File: src/rtl/clk_period_meter_pkg.sv
// Shared types and constants for the clock period meter and its helpers.
package clk_period_meter_pkg;

    // Measurement state: waiting for the first edge, or timing a period.
    typedef enum logic {
        IDLE    = 1'b0,
        MEASURE = 1'b1
    } state_t;

    // All-ones value of a counter of the given width (2^width - 1).
    function automatic logic [63:0] sat_max(input int unsigned width);
        return (64'd1 << width) - 64'd1;
    endfunction

endpackage

File: src/rtl/clk_edge_sync.sv
// Two-flop synchronizer plus a delay flop for edge decoding of a slow,
// asynchronous clock-like signal. rise/fall come only from registers.
module clk_edge_sync (
    input  logic clk,
    input  logic rst,
    input  logic i_async,
    output logic o_sync,
    output logic o_rise,
    output logic o_fall
);

    logic r_meta;
    logic r_sync;
    logic r_dly;

    // Synchronizer chain and one-cycle delayed copy for edge detection.
    always_ff @(posedge clk or negedge rst) begin
        if (!rst) begin
            r_meta <= 1'b0;
            r_sync <= 1'b0;
            r_dly  <= 1'b0;
        end else begin
            r_meta <= i_async;
            r_sync <= r_meta;
            r_dly  <= r_sync;
        end
    end

    assign o_sync = r_sync;
    assign o_rise = r_sync & ~r_dly;
    assign o_fall = ~r_sync & r_dly;

endmodule

File: src/rtl/clk_period_meter.sv
// Measures the period of a slow asynchronous clock in clk cycles, flags lock
// when consecutive periods fall within tolerance of the expected value, and
// flags a sticky timeout when no rising edge arrives before the counter tops out.
// Optional macro CLK_PERIOD_METER_DUTY_EN adds a high_time output.
module clk_period_meter
    import clk_period_meter_pkg::*;
#(
    parameter int CNT_W      = 16,
    parameter int EXP_PERIOD = 6,
    parameter int TOL        = 0,
    parameter int LOCK_CNT   = 4
) (
    input  logic             clk,
    input  logic             rst,
    input  logic             in_clk,
    output logic             rise_pulse,
    output logic             fall_pulse,
    output logic [CNT_W-1:0] period,
    output logic             period_valid,
    output logic             locked,
    output logic             timeout
`ifdef CLK_PERIOD_METER_DUTY_EN
    ,
    output logic [CNT_W-1:0] high_time
`endif
);

    localparam logic [CNT_W-1:0] CNT_MAX = CNT_W'(sat_max(CNT_W));
    localparam logic [CNT_W-1:0] EXP_C   = CNT_W'(EXP_PERIOD);
    localparam logic [CNT_W-1:0] TOL_C   = CNT_W'(TOL);
    localparam int               MATCH_W = $clog2(LOCK_CNT + 1);
    localparam logic [MATCH_W-1:0] LOCK_C = MATCH_W'(LOCK_CNT);

    logic w_in_sync;
    logic w_rise;
    logic w_fall;

    state_t             r_state,  w_state_next;
    logic [CNT_W-1:0]   r_cnt,    w_cnt_next;
    logic [CNT_W-1:0]   r_period, w_period_next;
    logic               r_pv,     w_pv_next;
    logic [MATCH_W-1:0] r_match,  w_match_next;
    logic               r_locked, w_locked_next;
    logic               r_timeout, w_timeout_next;
    logic [CNT_W-1:0]   w_diff;
    logic               w_in_tol;

    clk_edge_sync u_sync (
        .clk     (clk),
        .rst     (rst),
        .i_async (in_clk),
        .o_sync  (w_in_sync),
        .o_rise  (w_rise),
        .o_fall  (w_fall)
    );

    // State, counter and result registers.
    always_ff @(posedge clk or negedge rst) begin
        if (!rst) begin
            r_state   <= IDLE;
            r_cnt     <= '0;
            r_period  <= '0;
            r_pv      <= 1'b0;
            r_match   <= '0;
            r_locked  <= 1'b0;
            r_timeout <= 1'b0;
        end else begin
            r_state   <= w_state_next;
            r_cnt     <= w_cnt_next;
            r_period  <= w_period_next;
            r_pv      <= w_pv_next;
            r_match   <= w_match_next;
            r_locked  <= w_locked_next;
            r_timeout <= w_timeout_next;
        end
    end

    // Next-state: period capture on rise, lock tracking, timeout on saturation.
    always_comb begin
        w_state_next   = r_state;
        w_cnt_next     = r_cnt;
        w_period_next  = r_period;
        w_pv_next      = 1'b0;
        w_match_next   = r_match;
        w_locked_next  = r_locked;
        w_timeout_next = r_timeout;
        // Unsigned absolute difference, ordered so it never wraps.
        w_diff   = (r_cnt >= EXP_C) ? (r_cnt - EXP_C) : (EXP_C - r_cnt);
        w_in_tol = (w_diff <= TOL_C);
        case (r_state)
            IDLE: begin
                w_cnt_next = '0;
                if (w_rise) begin
                    w_cnt_next   = CNT_W'(1);
                    w_state_next = MEASURE;
                end
            end
            MEASURE: begin
                if (w_rise) begin
                    w_period_next = r_cnt;
                    w_pv_next     = 1'b1;
                    w_cnt_next    = CNT_W'(1);
                    if (w_in_tol) begin
                        if (r_match < LOCK_C) begin
                            w_match_next = r_match + MATCH_W'(1);
                        end
                        if (r_match >= LOCK_C - MATCH_W'(1)) begin
                            w_locked_next = 1'b1;
                        end
                    end else begin
                        w_match_next  = '0;
                        w_locked_next = 1'b0;
                    end
                end else if (r_cnt == CNT_MAX) begin
                    // Counter already topped out and still no edge: give up.
                    w_timeout_next = 1'b1;
                    w_locked_next  = 1'b0;
                    w_match_next   = '0;
                    w_cnt_next     = '0;
                    w_state_next   = IDLE;
                end else begin
                    w_cnt_next = r_cnt + CNT_W'(1);
                end
            end
            default: begin
                w_state_next = IDLE;
            end
        endcase
    end

    assign rise_pulse   = w_rise;
    assign fall_pulse   = w_fall;
    assign period       = r_period;
    assign period_valid = r_pv;
    assign locked       = r_locked;
    assign timeout      = r_timeout;

`ifdef CLK_PERIOD_METER_DUTY_EN
    logic [CNT_W-1:0] r_high_cnt;
    logic [CNT_W-1:0] r_high_time;

    // High-phase counter restarts at each rise; latched into high_time on fall.
    always_ff @(posedge clk or negedge rst) begin
        if (!rst) begin
            r_high_cnt  <= '0;
            r_high_time <= '0;
        end else begin
            if (w_rise) begin
                r_high_cnt <= CNT_W'(1);
            end else if (w_in_sync && (r_high_cnt != CNT_MAX)) begin
                r_high_cnt <= r_high_cnt + CNT_W'(1);
            end
            if (w_fall && (r_state == MEASURE)) begin
                r_high_time <= r_high_cnt;
            end
        end
    end

    assign high_time = r_high_time;
`else
    logic w_unused_in_sync;
    assign w_unused_in_sync = w_in_sync;
`endif

endmodule

File: config.mk
export PLATFORM = sky130hd
export DESIGN_NAME = clk_period_meter
export DESIGN_NICKNAME = d
export VERILOG_FILES = /design/src/rtl/clk_period_meter_pkg.sv /design/src/rtl/clk_edge_sync.sv /design/src/rtl/clk_period_meter.sv
export SDC_FILE = /design/constraint.sdc
export NUM_CORES = 1
export LEC_CHECK = 0
export ABC_CLOCK_PERIOD_IN_PS = 4100
export CAP_MARGIN = 5
export CORE_AREA = 3 3 92 68
export DETAILED_ROUTE_END_ITERATION = 12
export DIE_AREA = 0 0 95 71
export GPL_TIMING_DRIVEN = 0
export SLEW_MARGIN = 0
export SYNTH_ARGS = -nofsm -noshare
export SYNTH_HDL_FRONTEND = slang
export SYNTH_SLANG_ARGS = --single-unit
File: constraint.sdc
create_clock -name clk -period 4.1 [get_ports clk]
set_input_delay 0.82 -clock clk [delete_from_list [all_inputs] [get_ports clk]]
set_output_delay 0.82 -clock clk [all_outputs]
set_load 0.03 [all_outputs]
# Word level (Yosys, flattened, before mapping)
# Index checks and enable logic that the tools add are counted.
# classes
reduce_logical,5
n_eq_ne,3
n_bitwise,6
n_addsub,4
order_cmp,4
muxes,18
# ops
op,n
two-way mux 16 bit,3
case mux 16 bit (2 select lines),1
"adder 16 x 1 -> 16 bit, second input constant",1
"equality test 16 bit, second input constant",1
"greater-or-equal comparator 16 x 3 -> 1 bit, second input constant",1
"less-or-equal comparator 16 x 1 -> 1 bit, second input constant",1
"subtractor 16 x 3 -> 16 bit, second input constant",1
"subtractor 3 x 16 -> 16 bit, first input constant",1
two-way mux 3 bit,4
two-way mux 1 bit,9
AND reduction 3 bit,3
"!= test 3 x 2 -> 1 bit, second input constant",2
inverter 1 bit,4
"adder 3 x 1 -> 3 bit, second input constant",1
"greater-or-equal comparator 3 x 2 -> 1 bit, second input constant",1
"< comparator 3 bit, second input constant",1
AND 1 bit,2
case mux 1 bit (2 select lines),1
AND reduction 2 bit,1
nonzero test 2 bit,1
# totals
wordCells,50
inputBits,3
register_bits,42
output_inout_bits,21

# Logic depth before layout (Yosys ltp)
# logic_depth
depth_word,5
depth_mapped,8
ltp_nobuf,7

# Hierarchy
# From an unflattened synthesis, not the netlist that was laid out.
# unflattened
cells_unflattened,236
hier_area_um2,2353.5
# modules_own_cells
mod,instances,area_per_inst_um2,cells_per_inst,seq_area_each_um2
clk_period_meter,1,2263.4,231,975.9
clk_edge_sync,1,90.1,5,75.1

# Worst setup path after synthesis
# Ideal clock, no wire load.
# synth_path
kind,flip-flop to flip-flop
startpoint,register r_cnt[5]
endpoint,register r_match[1]
n_path_buf,1
required_time_ns,4.018
setup_ns,0.082
arrival_ns,1.970
stages_incl_launch_ff,8
period_less_slack_ns,2.052
path_slack_ns,2.048
path_cell_list,dfrtp_1 > buf_6 > or4_4 > or4b_1 > a31o_1 > nand3_2 > a31oi_1 > o22ai_1
# synth_via
elab_chain_len,5
elab_cells_between_ends,11
cone_classes,add/sub (2); order compare (2); eq/ne (2); mux (3); reduce/logical (2)
# synth_rtl
item,line,text
start: declaration,clk_period_meter.sv:39,"logic [CNT_W-1:0] r_cnt, w_cnt_next;"
start signal: assignment,clk_period_meter.sv:69,r_cnt <= w_cnt_next;
"subtractor 3 x 16 -> 16 bit, or another cell as far along",clk_period_meter.sv:88,w_diff = (r_cnt >= EXP_C) ? (r_cnt - EXP_C) : (EXP_C - r_cnt);
two-way mux 16 bit,clk_period_meter.sv:88,
less-or-equal comparator 16 x 1 -> 1 bit,clk_period_meter.sv:89,w_in_tol = (w_diff <= TOL_C);
!= test 3 x 2 -> 1 bit (no line) or two-way mux 3 bit (tied branches),-,
AND reduction 3 bit (no line) or two-way mux 3 bit (tied branches),-,
end signal: assignment,clk_period_meter.sv:72,r_match <= w_match_next;
end: declaration,clk_period_meter.sv:42,"logic [MATCH_W-1:0] r_match, w_match_next;"
# Parallel ways exist; a longest one is shown, timed or not.
# A chain may end at the register's enable or synchronous reset.

# Worst setup path in the final report
# layout_path
startpoint,register u_sync.r_dly
endpoint,output rise_pulse
# layout_via
elab_chain_len,2
# layout_rtl
item,line,text
start: declaration,clk_edge_sync.sv:14,logic r_dly;
start signal: assignment,clk_edge_sync.sv:25,r_dly <= r_sync;
inverter 1 bit,clk_edge_sync.sv:30,assign o_rise = r_sync & ~r_dly;
AND 1 bit,clk_edge_sync.sv:30,
end: declaration,clk_period_meter.sv:16,"output logic rise_pulse,"
# No other way between the ends.

==> impl_metrics.csv <==
group,metric,value,unit
outcome,outcome,"completed",
sta,rsz0062_at_grt,"no",
synth,synth_top_area_frac,0.493,
floorplanning,die_h,71,µm
setup_path,cp_slowest_cell,"clkdlybuf4s50_1",
sta,hold_ws,0.354,ns
setup_path,path_max_fanout,7,
global_routing,grt_max_degree,23,
setup_path,worstPathRequired,3.28,ns
floorplanning,die_w,95,µm
layout,final_area,2590,µm²
sta,slew_viol_final,0,
setup_path,critical_path_class,"reg2out",
sta,hold_viol,0,
sta,tightest_slew,0.648,ns
setup_path,crit_path_cell_trace,"nand2b_1 -> inv_1 -> clkdlybuf4s50_1",
setup_path,end_kind,"primary output",
synth,yosysTopAreaCell,"dfrtp_1",
cts,cts_root_buf,"clkbuf_8",
layout,nNetsFinal,240,
synth,netlist_area,2130,µm²
synth,yosysSeqAreaShare,0.493,
power_and_ir_drop,ir_drop,0.000184,V
cts,clkSlewWorstSetupHoldPaths,0.08,ns
cts,post-cts-setup-buffer-count,0,
sta,slew_headroom,0.568,
route,drc,0,
route,drtIter0Drc,120,
global_routing,track_usage,0.149,
layout,drive_gt1_frac,0.159,
synth,mappedNetlistNets,209,
layout,multi_input_area,996,µm²
hold_path,hold_class,"reg2reg",
global_routing,antenna_found_initial,0,
placed_design,gp_congestion,0.854,
synth,ys.flop_type,"dfrtp_1",
sta,tns,0,ns
cts,cts.sinks,42,
synth,syn_avg_cell_area,10.6,µm²
synth,synth_cells,201,
floorplanning,ios,24,
synth,synth-seq-cells,42,
cts,clockBufferDepth,2,
placed_design,hpwl,3.31,mm
setup_path,worstSetupStartpointType,"flop",
cts,cts_hold_buf,0,
global_routing,grt_pass1_wl,7.80,mm
flow_run,max_cap_viol_count,0,
layout,fillers,544,
route,drtAntennaViolNets,0,
floorplanning,core-area,5550,µm²
setup_path,critPathMaxStageDelay,0.68,ns
layout,areaGrowthSynthToFinish,21.5,%
synth,synth_edf_count,0,
layout,antenna_cells,0,
power_and_ir_drop,cellPowerDensity,444,nW/µm²
cts,clk_latency,0.29,ns
cts,cts_tree,"built",
synth,synth_area_leaders,"dfrtp_1, mux2_2, xor2_1",
placed_design,dpl_cell_area,2480,µm²
floorplanning,rows,23,
layout,regArea,1050,µm²
route,drt_pass1_iterations,4,
global_routing,grt_pass1_vias,1542,
placed_design,port_buffers,23,
route,routedWlPerCell,14.8,µm
synth,netlist-cell-type-count,49,
sta,layout_min_cycle_time,2.56,ns
sta,finClkSkew,0.00563,ns
floorplanning,start_util,0.384,
cts,h-tree-depth,2,
synth,synthArstFlopShare,1.00,
route,vias,1599,
sta,fmax,391,MHz
power_and_ir_drop,p_leak,1.15,nW
route,via_per_inst,5.21,
global_routing,grt-ovfl-total,0,
sta,setup_viol,0,
cts,cts_resized,0,
floorplanning,die_area,6750,µm²
setup_path,cp.arrival,1.74,ns
synth,ys.warnings.count,0,
route,wl,4.54,mm
sta,finalCritPeriodShare,0.624,
cts,cts_buffers,5,
per-layer routing:
| layer | GRT usage | vias up | share of wire |
|---|---|---|---|
| met2 | 0.198 | 31 | 0.42 |
| met1 | 0.240 | 778 | 0.54 |
| met4 | 0.0384 | 0 | 0.0090 |
| li1 | - | 785 | - |
| met3 | 0.0329 | 5 | 0.039 |
| met5 | 0 | - | 0 |
flip-flops by register name, summed over array words and instances (netlist names):
register and count:
locked 1, period 16, period_valid 1, r_cnt 16, r_match 3, r_state 1
timeout 1, u_sync.o_sync 1, u_sync.r_dly 1, u_sync.r_meta 1
cell usage after synthesis (all sizes together), types with 2 or more instances:
cell type   n
nand4       7
buf         7
and4        2
nand4b      3
a2111oi     2
xnor2       6
nand3       6
nor2       17
o21ai       8
ha          5
nand2      17
nor3        4
and3        2
a21boi      2
xor2        9
inv         8
dfrtp      42
a211o       3
a21oi       7
or3         3
a211oi      2
and2        2
clkbuf      4
mux2       13
cell usage in the layout, fill, tap and decap left out, types with 7 or more instances in the layout:
cell / netlist / routed
dfrtp_1: 42 / 42
clkdlybuf4s50_1: 0 / 22
nand2_1: 17 / 17
nor2_1: 17 / 17
mux2_2: 13 / 13
xor2_1: 9 / 9
inv_1: 8 / 8
o21ai_0: 8 / 8
buf_2: 6 / 7
a21oi_1: 7 / 7
nand4_1: 7 / 7
cells by family after synthesis:
logic type,count (synthesis),synth area share
DFF,42,0.493
and+or+nand+nor,70,0.175
buffers and inverters,19,0.0405
AOI/OAI and AO/OA,35,0.123
muxes,14,0.0733
xor gates and xnor gates,15,0.0616
adders and majority gates,6,0.0340
path summary, 6_finish.rpt:
| check | start | end | slack (ns) | depth (start not counted) |
|---|---|---|---|---|
| max reg2reg | r_cnt[1]$_DFF_PN0_ | r_cnt[12]$_DFF_PN0_ | 1.56 | 7 |
| max in group asynchronous | rst | r_cnt[7]$_DFF_PN0_ | 3.11 | 2 |
| max | u_sync.r_dly$_DFF_PN0_ | rise_pulse | 1.54 | 3 |
| min in group asynchronous | rst | period[6]$_DFFE_PN0P_ | 0.50 | 1 |
| min reg2reg | u_sync.r_meta$_DFF_PN0_ | u_sync.o_sync$_DFF_PN0_ | 0.35 | 0 |
| min | u_sync.r_meta$_DFF_PN0_ | u_sync.o_sync$_DFF_PN0_ | 0.35 | 0 |
power breakdown:
| part | total [mW] | switching (mW) | internal [mW] |
|---|---|---|---|
| registers | 0.478 | 0.0304 | 0.448 |
| clock network | 0.333 | 0.138 | 0.195 |
| logic | 0.339 | 0.198 | 0.141 |
through the flow:
stage	total power, mW	setup slack (ns)	std cells	utilization
floorplan	0.720	2.05	201	-
global placement	0.820	1.09	299	0.442
CTS	1.16	1.52	307	0.467
detailed placement	0.826	1.60	300	0.446
finish	1.15	1.54	307	0.467
global route	1.22	1.40	307	0.467
worst max-delay path: cells and delay by family (launching register included):
kind / cells / cell delay [ns]
buf+inv: 2 / 0.82
flops: 1 / 0.37
simple gates: 1 / 0.26
area by class of cell:
type / count / share of cell area
flip-flops and latches: 42 / 0.405
multi-input cells: 140 / 0.384
repair buffers: 24 / 0.0975
well taps: 75 / 0.0362
clock buffers: 6 / 0.0319
plain buffers: 11 / 0.0217
clock inverters: 1 / 0.0116
inverters: 8 / 0.0116
Note: power is estimated with default switching activity, not from simulation.
